`config.mk`:
```
export PLATFORM = sky130hd
export DESIGN_NAME = cas_recorder
export DESIGN_NICKNAME = d
export VERILOG_FILES = /design/src/rtl/cas_pkg.sv /design/src/rtl/byte_fifo.sv /design/src/rtl/cas_recorder.sv
export SDC_FILE = /design/constraint.sdc
export NUM_CORES = 1
export LEC_CHECK = 0
export CAP_MARGIN = 20
export CORE_UTILIZATION = 55
export DETAILED_ROUTE_END_ITERATION = 8
export PLACE_DENSITY = 0.88
export SLEW_MARGIN = 40
export SYNTH_ARGS = -nofsm -noshare
export SYNTH_HDL_FRONTEND = slang
export SYNTH_SLANG_ARGS = --single-unit
```
`constraint.sdc`:
```
create_clock -name clk_i -period 5 [get_ports clk_i]
set_input_delay 0.75 -clock clk_i [delete_from_list [all_inputs] [get_ports clk_i]]
set_output_delay 0.75 -clock clk_i [all_outputs]
set_load 0.01 [all_outputs]
```
`src/rtl/cas_pkg.sv`:
```
`default_nettype none
// ============================================================================
// Module      : cas_pkg
// Description : Shared types for the cassette recorder: decoder FSM states,
//               measured cycle classes and status bit positions.
// Revision    : 1.0 - initial release
// ============================================================================
package cas_pkg;

    typedef enum logic [2:0] {
        ST_IDLE  = 3'd0,
        ST_PILOT = 3'd1,
        ST_SYNC  = 3'd2,
        ST_DATA  = 3'd3,
        ST_STOP  = 3'd4
    } cas_state_t;

    typedef enum logic [1:0] {
        CY_NONE = 2'd0,
        CY_S    = 2'd1,
        CY_L    = 2'd2,
        CY_GAP  = 2'd3
    } cyc_class_t;

    localparam int c_stat_in_block  = 0;
    localparam int c_stat_tape_full = 1;
    localparam int c_stat_overflow  = 2;

endpackage : cas_pkg
`default_nettype wire

```
`src/rtl/byte_fifo.sv`:
```
`default_nettype none
// ============================================================================
// Module      : byte_fifo
// Description : Small synchronous FIFO with registered pointers and a
//               combinational head. A push into a full FIFO is accepted when a
//               pop happens in the same cycle. Synchronous clear wins over all.
// Revision    : 1.0 - initial release
// ============================================================================
module byte_fifo #(
    parameter int DEPTH = 4,
    parameter int WIDTH = 8
) (
    input  logic             clk,
    input  logic             rst_n,
    input  logic             i_clr,
    input  logic             i_push,
    input  logic             i_pop,
    input  logic [WIDTH-1:0] i_data,
    output logic [WIDTH-1:0] o_data,
    output logic             o_full,
    output logic             o_empty
);
    localparam int c_aw = $clog2(DEPTH);

    logic [c_aw:0]      r_wptr;
    logic [c_aw:0]      r_rptr;
    logic [WIDTH-1:0]   r_mem [DEPTH];
    logic               w_pop_ok;
    logic               w_push_ok;

    assign o_empty   = (r_wptr == r_rptr);
    assign o_full    = (r_wptr[c_aw] != r_rptr[c_aw]) &&
                       (r_wptr[c_aw-1:0] == r_rptr[c_aw-1:0]);
    assign w_pop_ok  = i_pop & ~o_empty;
    assign w_push_ok = i_push & (~o_full | w_pop_ok);
    assign o_data    = r_mem[r_rptr[c_aw-1:0]];

    // Pointer bookkeeping; the extra MSB distinguishes full from empty.
    always_ff @(posedge clk or negedge rst_n) begin
        if (!rst_n) begin
            r_wptr <= '0;
            r_rptr <= '0;
        end else if (i_clr) begin
            r_wptr <= '0;
            r_rptr <= '0;
        end else begin
            if (w_push_ok) r_wptr <= r_wptr + 1'b1;
            if (w_pop_ok)  r_rptr <= r_rptr + 1'b1;
        end
    end

    // Storage array, written on every accepted push.
    always_ff @(posedge clk) begin
        if (w_push_ok && !i_clr) r_mem[r_wptr[c_aw-1:0]] <= i_data;
    end

endmodule : byte_fifo
`default_nettype wire

```
`src/rtl/cas_recorder.sv`:
```
`default_nettype none
// ============================================================================
// Module      : cas_recorder
// Description : Demodulates the cassette-out FSK stream (S = short cycle,
//               L = long cycle), rebuilds bytes framed by start/stop bits and
//               writes them sequentially into the CAS region of SDRAM.
// Revision    : 1.0 - initial release
// ============================================================================
module cas_recorder
    import cas_pkg::*;
#(
    parameter int TICK_SHORT_MAX = 6,
    parameter int TICK_LONG_MAX  = 12,
    parameter int PILOT_MIN      = 256,
    parameter int ADDR_W         = 21,
    parameter int FIFO_DEPTH     = 4
) (
    input  logic              clk_i,
    input  logic              reset_n_i,
    input  logic              ce_i,
    input  logic              tap_i,
    input  logic              motor_n_i,
    input  logic              rec_en_i,
    input  logic              rewind_i,
    output logic              wr_req_o,
    output logic [ADDR_W-1:0] wr_addr_o,
    output logic [7:0]        wr_data_o,
    input  logic              wr_ack_i,
    output logic [ADDR_W-1:0] length_o,
    output logic [2:0]        status_o
);
    localparam int c_pw  = $clog2(TICK_LONG_MAX + 2);
    localparam int c_pcw = $clog2(PILOT_MIN + 1);
    localparam logic [c_pw-1:0]  c_short_max  = c_pw'(TICK_SHORT_MAX);
    localparam logic [c_pw-1:0]  c_long_max   = c_pw'(TICK_LONG_MAX);
    localparam logic [c_pw-1:0]  c_sat        = c_pw'(TICK_LONG_MAX + 1);
    localparam logic [c_pcw-1:0] c_pilot_last = c_pcw'(PILOT_MIN - 1);

    logic               r_tap_s1, r_tap_s2, r_tap_d;
    logic               w_rise;
    logic [c_pw-1:0]    r_period;
    cyc_class_t         w_class;
    logic               w_bit_ok, w_bit_val, w_bit_err, w_half_dec, w_drop;
    logic               w_run;
    cas_state_t         r_state, w_state_nxt;
    logic [c_pcw-1:0]   r_pcnt, w_pcnt_nxt;
    logic               r_half, w_half_nxt;
    logic [2:0]         r_bcnt, w_bcnt_nxt;
    logic [7:0]         r_shift, w_shift_nxt;
    logic               r_push, w_push_nxt;
    logic [ADDR_W-1:0]  r_addr, r_length;
    logic               r_tape_full, r_overflow;
    logic               w_pop, w_push_accept;
    logic               w_fifo_full, w_fifo_empty;
    logic [7:0]         w_fifo_data;

    assign w_rise = r_tap_s2 & ~r_tap_d;
    assign w_run  = ~motor_n_i & rec_en_i;

    // Two-flop synchronizer plus a delayed copy for rising-edge detection.
    always_ff @(posedge clk_i or negedge reset_n_i) begin
        if (!reset_n_i) begin
            r_tap_s1 <= 1'b0;
            r_tap_s2 <= 1'b0;
            r_tap_d  <= 1'b0;
        end else begin
            r_tap_s1 <= tap_i;
            r_tap_s2 <= r_tap_s1;
            r_tap_d  <= r_tap_s2;
        end
    end

    // Period counter: ticks since the last rising edge, including the edge cycle.
    always_ff @(posedge clk_i or negedge reset_n_i) begin
        if (!reset_n_i) begin
            r_period <= c_sat;
        end else if (w_rise) begin
            r_period <= ce_i ? c_pw'(1) : '0;
        end else if (ce_i && r_period != c_sat) begin
            r_period <= r_period + 1'b1;
        end
    end

    // Cycle classification and pairing of S cycles into bits.
    always_comb begin
        w_class    = CY_NONE;
        w_bit_ok   = 1'b0;
        w_bit_val  = 1'b0;
        w_bit_err  = 1'b0;
        w_half_dec = r_half;
        if (w_rise) begin
            if (r_period <= c_short_max)     w_class = CY_S;
            else if (r_period <= c_long_max) w_class = CY_L;
            else                             w_class = CY_GAP;
        end else if (ce_i && r_period == c_long_max) begin
            // The counter saturates this tick: report the gap without waiting for an edge.
            w_class = CY_GAP;
        end
        case (w_class)
            CY_S: begin
                if (r_half) begin
                    w_bit_ok   = 1'b1;
                    w_bit_val  = 1'b1;
                    w_half_dec = 1'b0;
                end else begin
                    w_half_dec = 1'b1;
                end
            end
            CY_L: begin
                w_half_dec = 1'b0;
                if (r_half) w_bit_err = 1'b1;
                else        w_bit_ok  = 1'b1;
            end
            CY_GAP:  w_half_dec = 1'b0;
            default: ;
        endcase
        w_drop = (w_class == CY_GAP) | w_bit_err;
    end

    // Decoder FSM next-state logic.
    always_comb begin
        w_state_nxt = r_state;
        w_pcnt_nxt  = r_pcnt;
        w_half_nxt  = r_half;
        w_bcnt_nxt  = r_bcnt;
        w_shift_nxt = r_shift;
        w_push_nxt  = 1'b0;
        case (r_state)
            ST_IDLE: begin
                w_state_nxt = ST_PILOT;
                w_pcnt_nxt  = '0;
                w_half_nxt  = 1'b0;
            end
            ST_PILOT: begin
                w_half_nxt = 1'b0;
                if (w_class == CY_S) begin
                    if (r_pcnt == c_pilot_last) begin
                        w_state_nxt = ST_SYNC;
                        w_pcnt_nxt  = '0;
                    end else begin
                        w_pcnt_nxt = r_pcnt + 1'b1;
                    end
                end else if (w_class == CY_L || w_class == CY_GAP) begin
                    w_pcnt_nxt = '0;
                end
            end
            ST_SYNC: begin
                w_half_nxt = w_half_dec;
                if (w_drop) begin
                    w_state_nxt = ST_PILOT;
                    w_half_nxt  = 1'b0;
                    w_pcnt_nxt  = '0;
                end else if (w_bit_ok && !w_bit_val) begin
                    w_state_nxt = ST_DATA;
                    w_bcnt_nxt  = 3'd0;
                end
            end
            ST_DATA: begin
                w_half_nxt = w_half_dec;
                if (w_drop) begin
                    w_state_nxt = ST_PILOT;
                    w_half_nxt  = 1'b0;
                    w_pcnt_nxt  = '0;
                end else if (w_bit_ok) begin
                    w_shift_nxt = {w_bit_val, r_shift[7:1]};
                    if (r_bcnt == 3'd7) w_state_nxt = ST_STOP;
                    else                w_bcnt_nxt  = r_bcnt + 1'b1;
                end
            end
            ST_STOP: begin
                w_half_nxt = w_half_dec;
                if (w_drop || (w_bit_ok && !w_bit_val)) begin
                    w_state_nxt = ST_PILOT;
                    w_half_nxt  = 1'b0;
                    w_pcnt_nxt  = '0;
                end else if (w_bit_ok) begin
                    w_push_nxt  = 1'b1;
                    w_state_nxt = ST_SYNC;
                end
            end
            default: w_state_nxt = ST_IDLE;
        endcase
        // Motor stopped or recording disarmed: abandon any partial byte.
        if (!w_run) begin
            w_state_nxt = ST_IDLE;
            w_push_nxt  = 1'b0;
            w_half_nxt  = 1'b0;
            w_pcnt_nxt  = '0;
        end
    end

    // Decoder FSM registers; rewind behaves like a synchronous reset.
    always_ff @(posedge clk_i or negedge reset_n_i) begin
        if (!reset_n_i) begin
            r_state <= ST_IDLE;
            r_pcnt  <= '0;
            r_half  <= 1'b0;
            r_bcnt  <= 3'd0;
            r_shift <= 8'h00;
            r_push  <= 1'b0;
        end else if (rewind_i) begin
            r_state <= ST_IDLE;
            r_pcnt  <= '0;
            r_half  <= 1'b0;
            r_bcnt  <= 3'd0;
            r_shift <= 8'h00;
            r_push  <= 1'b0;
        end else begin
            r_state <= w_state_nxt;
            r_pcnt  <= w_pcnt_nxt;
            r_half  <= w_half_nxt;
            r_bcnt  <= w_bcnt_nxt;
            r_shift <= w_shift_nxt;
            r_push  <= w_push_nxt;
        end
    end

    assign wr_req_o      = ~w_fifo_empty & ~r_tape_full;
    assign w_pop         = wr_ack_i & wr_req_o;
    assign w_push_accept = r_push & ~r_tape_full & (~w_fifo_full | w_pop);

    // Write pointer, committed length and sticky flags.
    always_ff @(posedge clk_i or negedge reset_n_i) begin
        if (!reset_n_i) begin
            r_addr      <= '0;
            r_length    <= '0;
            r_tape_full <= 1'b0;
            r_overflow  <= 1'b0;
        end else if (rewind_i) begin
            r_addr      <= '0;
            r_length    <= '0;
            r_tape_full <= 1'b0;
            r_overflow  <= 1'b0;
        end else begin
            if (w_pop) begin
                if (r_length != '1) r_length <= r_length + 1'b1;
                // The last address of the region is final: no wrap.
                if (r_addr == '1) r_tape_full <= 1'b1;
                else              r_addr      <= r_addr + 1'b1;
            end
            if (r_push && !w_push_accept) r_overflow <= 1'b1;
        end
    end

    byte_fifo #(
        .DEPTH (FIFO_DEPTH),
        .WIDTH (8)
    ) u_fifo (
        .clk     (clk_i),
        .rst_n   (reset_n_i),
        .i_clr   (rewind_i),
        .i_push  (w_push_accept),
        .i_pop   (w_pop),
        .i_data  (r_shift),
        .o_data  (w_fifo_data),
        .o_full  (w_fifo_full),
        .o_empty (w_fifo_empty)
    );

    assign wr_addr_o = r_addr;
    assign wr_data_o = w_fifo_empty ? 8'h00 : w_fifo_data;
    assign length_o  = r_length;

    // Status word assembly.
    always_comb begin
        status_o                   = 3'b000;
        status_o[c_stat_overflow]  = r_overflow;
        status_o[c_stat_tape_full] = r_tape_full;
        status_o[c_stat_in_block]  = (r_state == ST_SYNC) || (r_state == ST_DATA) ||
                                     (r_state == ST_STOP);
    end

endmodule : cas_recorder
`default_nettype wire
```
==> run metrics <==
outcome finished clean; fraction of layout cells with a size suffix above 1 11.7%; vias in the first global route 4401; Synth cell types 62; Clock Skew 0.00696 ns; most common flop cell mapped by yosys dfrtp_1; CTS root buf clkbuf_8; Chip Height 104 um; min Tclk post-route 3.42 ns; area delta synth->final 23.4%; Max Cap Viol 0; Die ar. 10900 um^2; CTS clk-pin slew, worst paths 0.06 ns; Crit path required time 4.25 ns; TritonRoute pass-1 iters 5; initial antenna violation count 0; Max clock buf depth 2; Syn Nets 545; Ports 62; Hold WC Path Type primary input to asynchronous set/reset pin; Yosys reg bits 114; Power Density 338 nW/um^2; post-CTS setup buffer count 0; Post-Syn Area 5760 um^2; Slew Limit Fails 0; Reg power frac 40.9%; Highest Clock Rate 292 MHz; peak supply drop 0.206 mV; Sw Share 20.8%; number of nets with antenna violations after routing 0; antenna cell count 0; most common cell after layout, fill and taps aside dfrtp_1; P_sw 0.500 mW; Via density 5.92; Vias 4334; post-layout net count 607; Pleak 2.80 nW; chip width 104 um; setup TNS 0 ns; total grt overflow 0; P_int 1.90 mW; crit path max fanout 11; Seq/Total Area, Yosys 52.4%; clock power share 56.1%; critical path launch point type register; crit path capture type output port; FF-to-FF setup slack 2.49 ns; Post-synth ARST share 71.9%; 1st-iter DRT viols 428; first-pass GRT wire length 21900 um; EDFF count, synth 32; CORE AREA 9950 um^2; placed wire-length estimate 7980 um; Routed WL 12900 um; routability cong. 0.926; Tcrit/Tclk final 68.5%; Max-slew headroom 50.8%; Skew-Pair Late Insertion Delay 0.51 ns; commonest non-fill, non-tap cells in the layout 78 x dfrtp_1, 74 x nor2_1, 59 x clkdlybuf4s50_1; Hold Vio Cnt, Final 0; Tot GR Track Use 25.4%; post-synthesis cell count 524; post-synthesis average cell area 11.0 um^2; drt wl/cell 17.6 um; Starting Density 57.8%; Yosys Warn Count 0; clk sink count 114; FP Rows 36; Worst Setup Path Type register to output port; CTS resizes 0; drt drc 0; cts bufs inserted 17; Worst-Margin Slew 0.730 ns; count of input and output buffers 61; crit path DAT 2.67 ns; largest net degree at the start of global routing 83; Combinational Power Share 3.0%; Hold Buf Count CTS 0; TritonCTS clock tree done; H-tree depth 4; Final Setup Violations 0; Final Util 71.4%; RSZ-0062 raised after global routing no
==> synthesized netlist by cell type (all sizes together), types with 4 or more instances <==
master / count / area, um^2
nor4: 4 / 31.3
mux4: 8 / 180
xor2: 20 / 201
mux2i: 11 / 110
a21o: 4 / 30.0
ha: 13 / 163
edfxtp: 32 / 961
o21ai: 8 / 40.0
nand3: 22 / 110
a31oi: 6 / 37.5
nand4: 13 / 81.3
nor3: 28 / 160
nand2b: 4 / 25.0
o211ai: 4 / 30.0
nor2: 74 / 278
nand2: 35 / 131
a21oi: 20 / 104
buf: 10 / 66.3
nor2b: 16 / 100
inv: 16 / 60.1
o21a: 4 / 30.0
clkbuf: 9 / 33.8
or3: 9 / 66.3
and2: 5 / 31.3
and4: 5 / 43.8
xnor2: 25 / 219
dfrtp: 79 / 1980
==> metal layers <==
layer	routed length [um]	vias up	GRT usage, %
li1	-	2007	-
met1	5440	2172	31.5
met2	6720	139	43.4
met3	593	16	5.83
met4	146	0	9.08
met5	0	-	0
==> power groups by stage <==
stage / Clock [mW] / Combinational (mW) / Sequential [mW]
6_report: 1.35 / 0.0732 / 0.981
3_3_place_gp: 0 / 0.0687 / 0.996
4_1_cts: 1.36 / 0.0736 / 0.980
2_1_floorplan: 0 / 0.0502 / 0.989
5_1_grt: 1.40 / 0.0823 / 0.983
3_5_place_dp: 0 / 0.0725 / 0.998
==> kinds of logic (layout without fill, tap and decap cells) <==
| group | Yosys count | in the layout | share of synthesized area [%] |
|---|---|---|---|
| buffers and inverters | 35 | 110 | 2.78 |
| AND/OR/NAND/NOR | 226 | 226 | 19.9 |
| AO/OA/AOI/OAI | 69 | 69 | 9.15 |
| flip-flops | 114 | 114 | 52.4 |
| adder cells (fa/ha/maj) | 13 | 13 | 2.82 |
| multiplexers | 22 | 22 | 5.69 |
| XOR/XNOR | 45 | 45 | 7.30 |
==> worst max-delay path, stage by stage, from the launching register on <==
cell and delay [ns]:
dfrtp_1 0.69, xor2_2 0.23, nor3_2 0.60, nor2b_1 0.12, clkdlybuf4s50_1 0.51
==> worst paths after layout <==
check | from | end | depth (start not counted)
hold reg to reg | r_tap_s1$_DFF_PN0_ | r_tap_s2$_DFF_PN0_ | 0
max in group asynchronous | reset_n_i | u_fifo.r_rptr[0]$_DFFE_PN0P_ | 1
hold / removal | reset_n_i | wr_addr_o[6]$_DFFE_PN0P_ | 1
setup reg to reg | r_period[0]$_DFFE_PN1P_ | r_state[0]$_DFFE_PN0P_ | 8
min in group clk_i | r_tap_s1$_DFF_PN0_ | r_tap_s2$_DFF_PN0_ | 0
setup / recovery | u_fifo.r_rptr[1]$_DFFE_PN0P_ | wr_data_o[6] | 4
==> per-stage QoR <==
step	setup WS (ns)	instance area [um^2]	cells	hold slack [ns]	power, mW
5_1_grt	1.37	7100	732	0.323	2.47
3_5_place_dp	2.02	6450	700	0.340	1.07
4_1_cts	1.43	7100	732	0.303	2.41
6_report	1.58	7100	732	0.282	2.40
2_1_floorplan	2.69	5760	524	0.331	1.04
3_3_place_gp	1.74	6430	700	0.337	1.07
==> final cells by class <==
| cell class | instances | area (um^2) |
|---|---|---|
| clock buffers | 19 | 422 |
| clock inverters | 13 | 231 |
| fillers | 623 | 2850 |
| inverters | 16 | 60.1 |
| multi-input cells | 375 | 2590 |
| flip-flops and latches | 114 | 3020 |
| well taps | 133 | 166 |
| repair buffers | 62 | 614 |
==> sequential cells by signal, summed over array words and instances, names as in the netlist <==
name           count
length_o          21
r_bcnt             3
r_half             1
r_overflow         1
r_pcnt             9
r_period           4
r_push             1
r_shift            8
r_state            3
r_tap_d            1
r_tap_s1           1
r_tap_s2           1
r_tape_full        1
u_fifo.r_mem      32
u_fifo.r_rptr      3
u_fifo.r_wptr      3
wr_addr_o         21
Power figures use the tool's default switching activity.
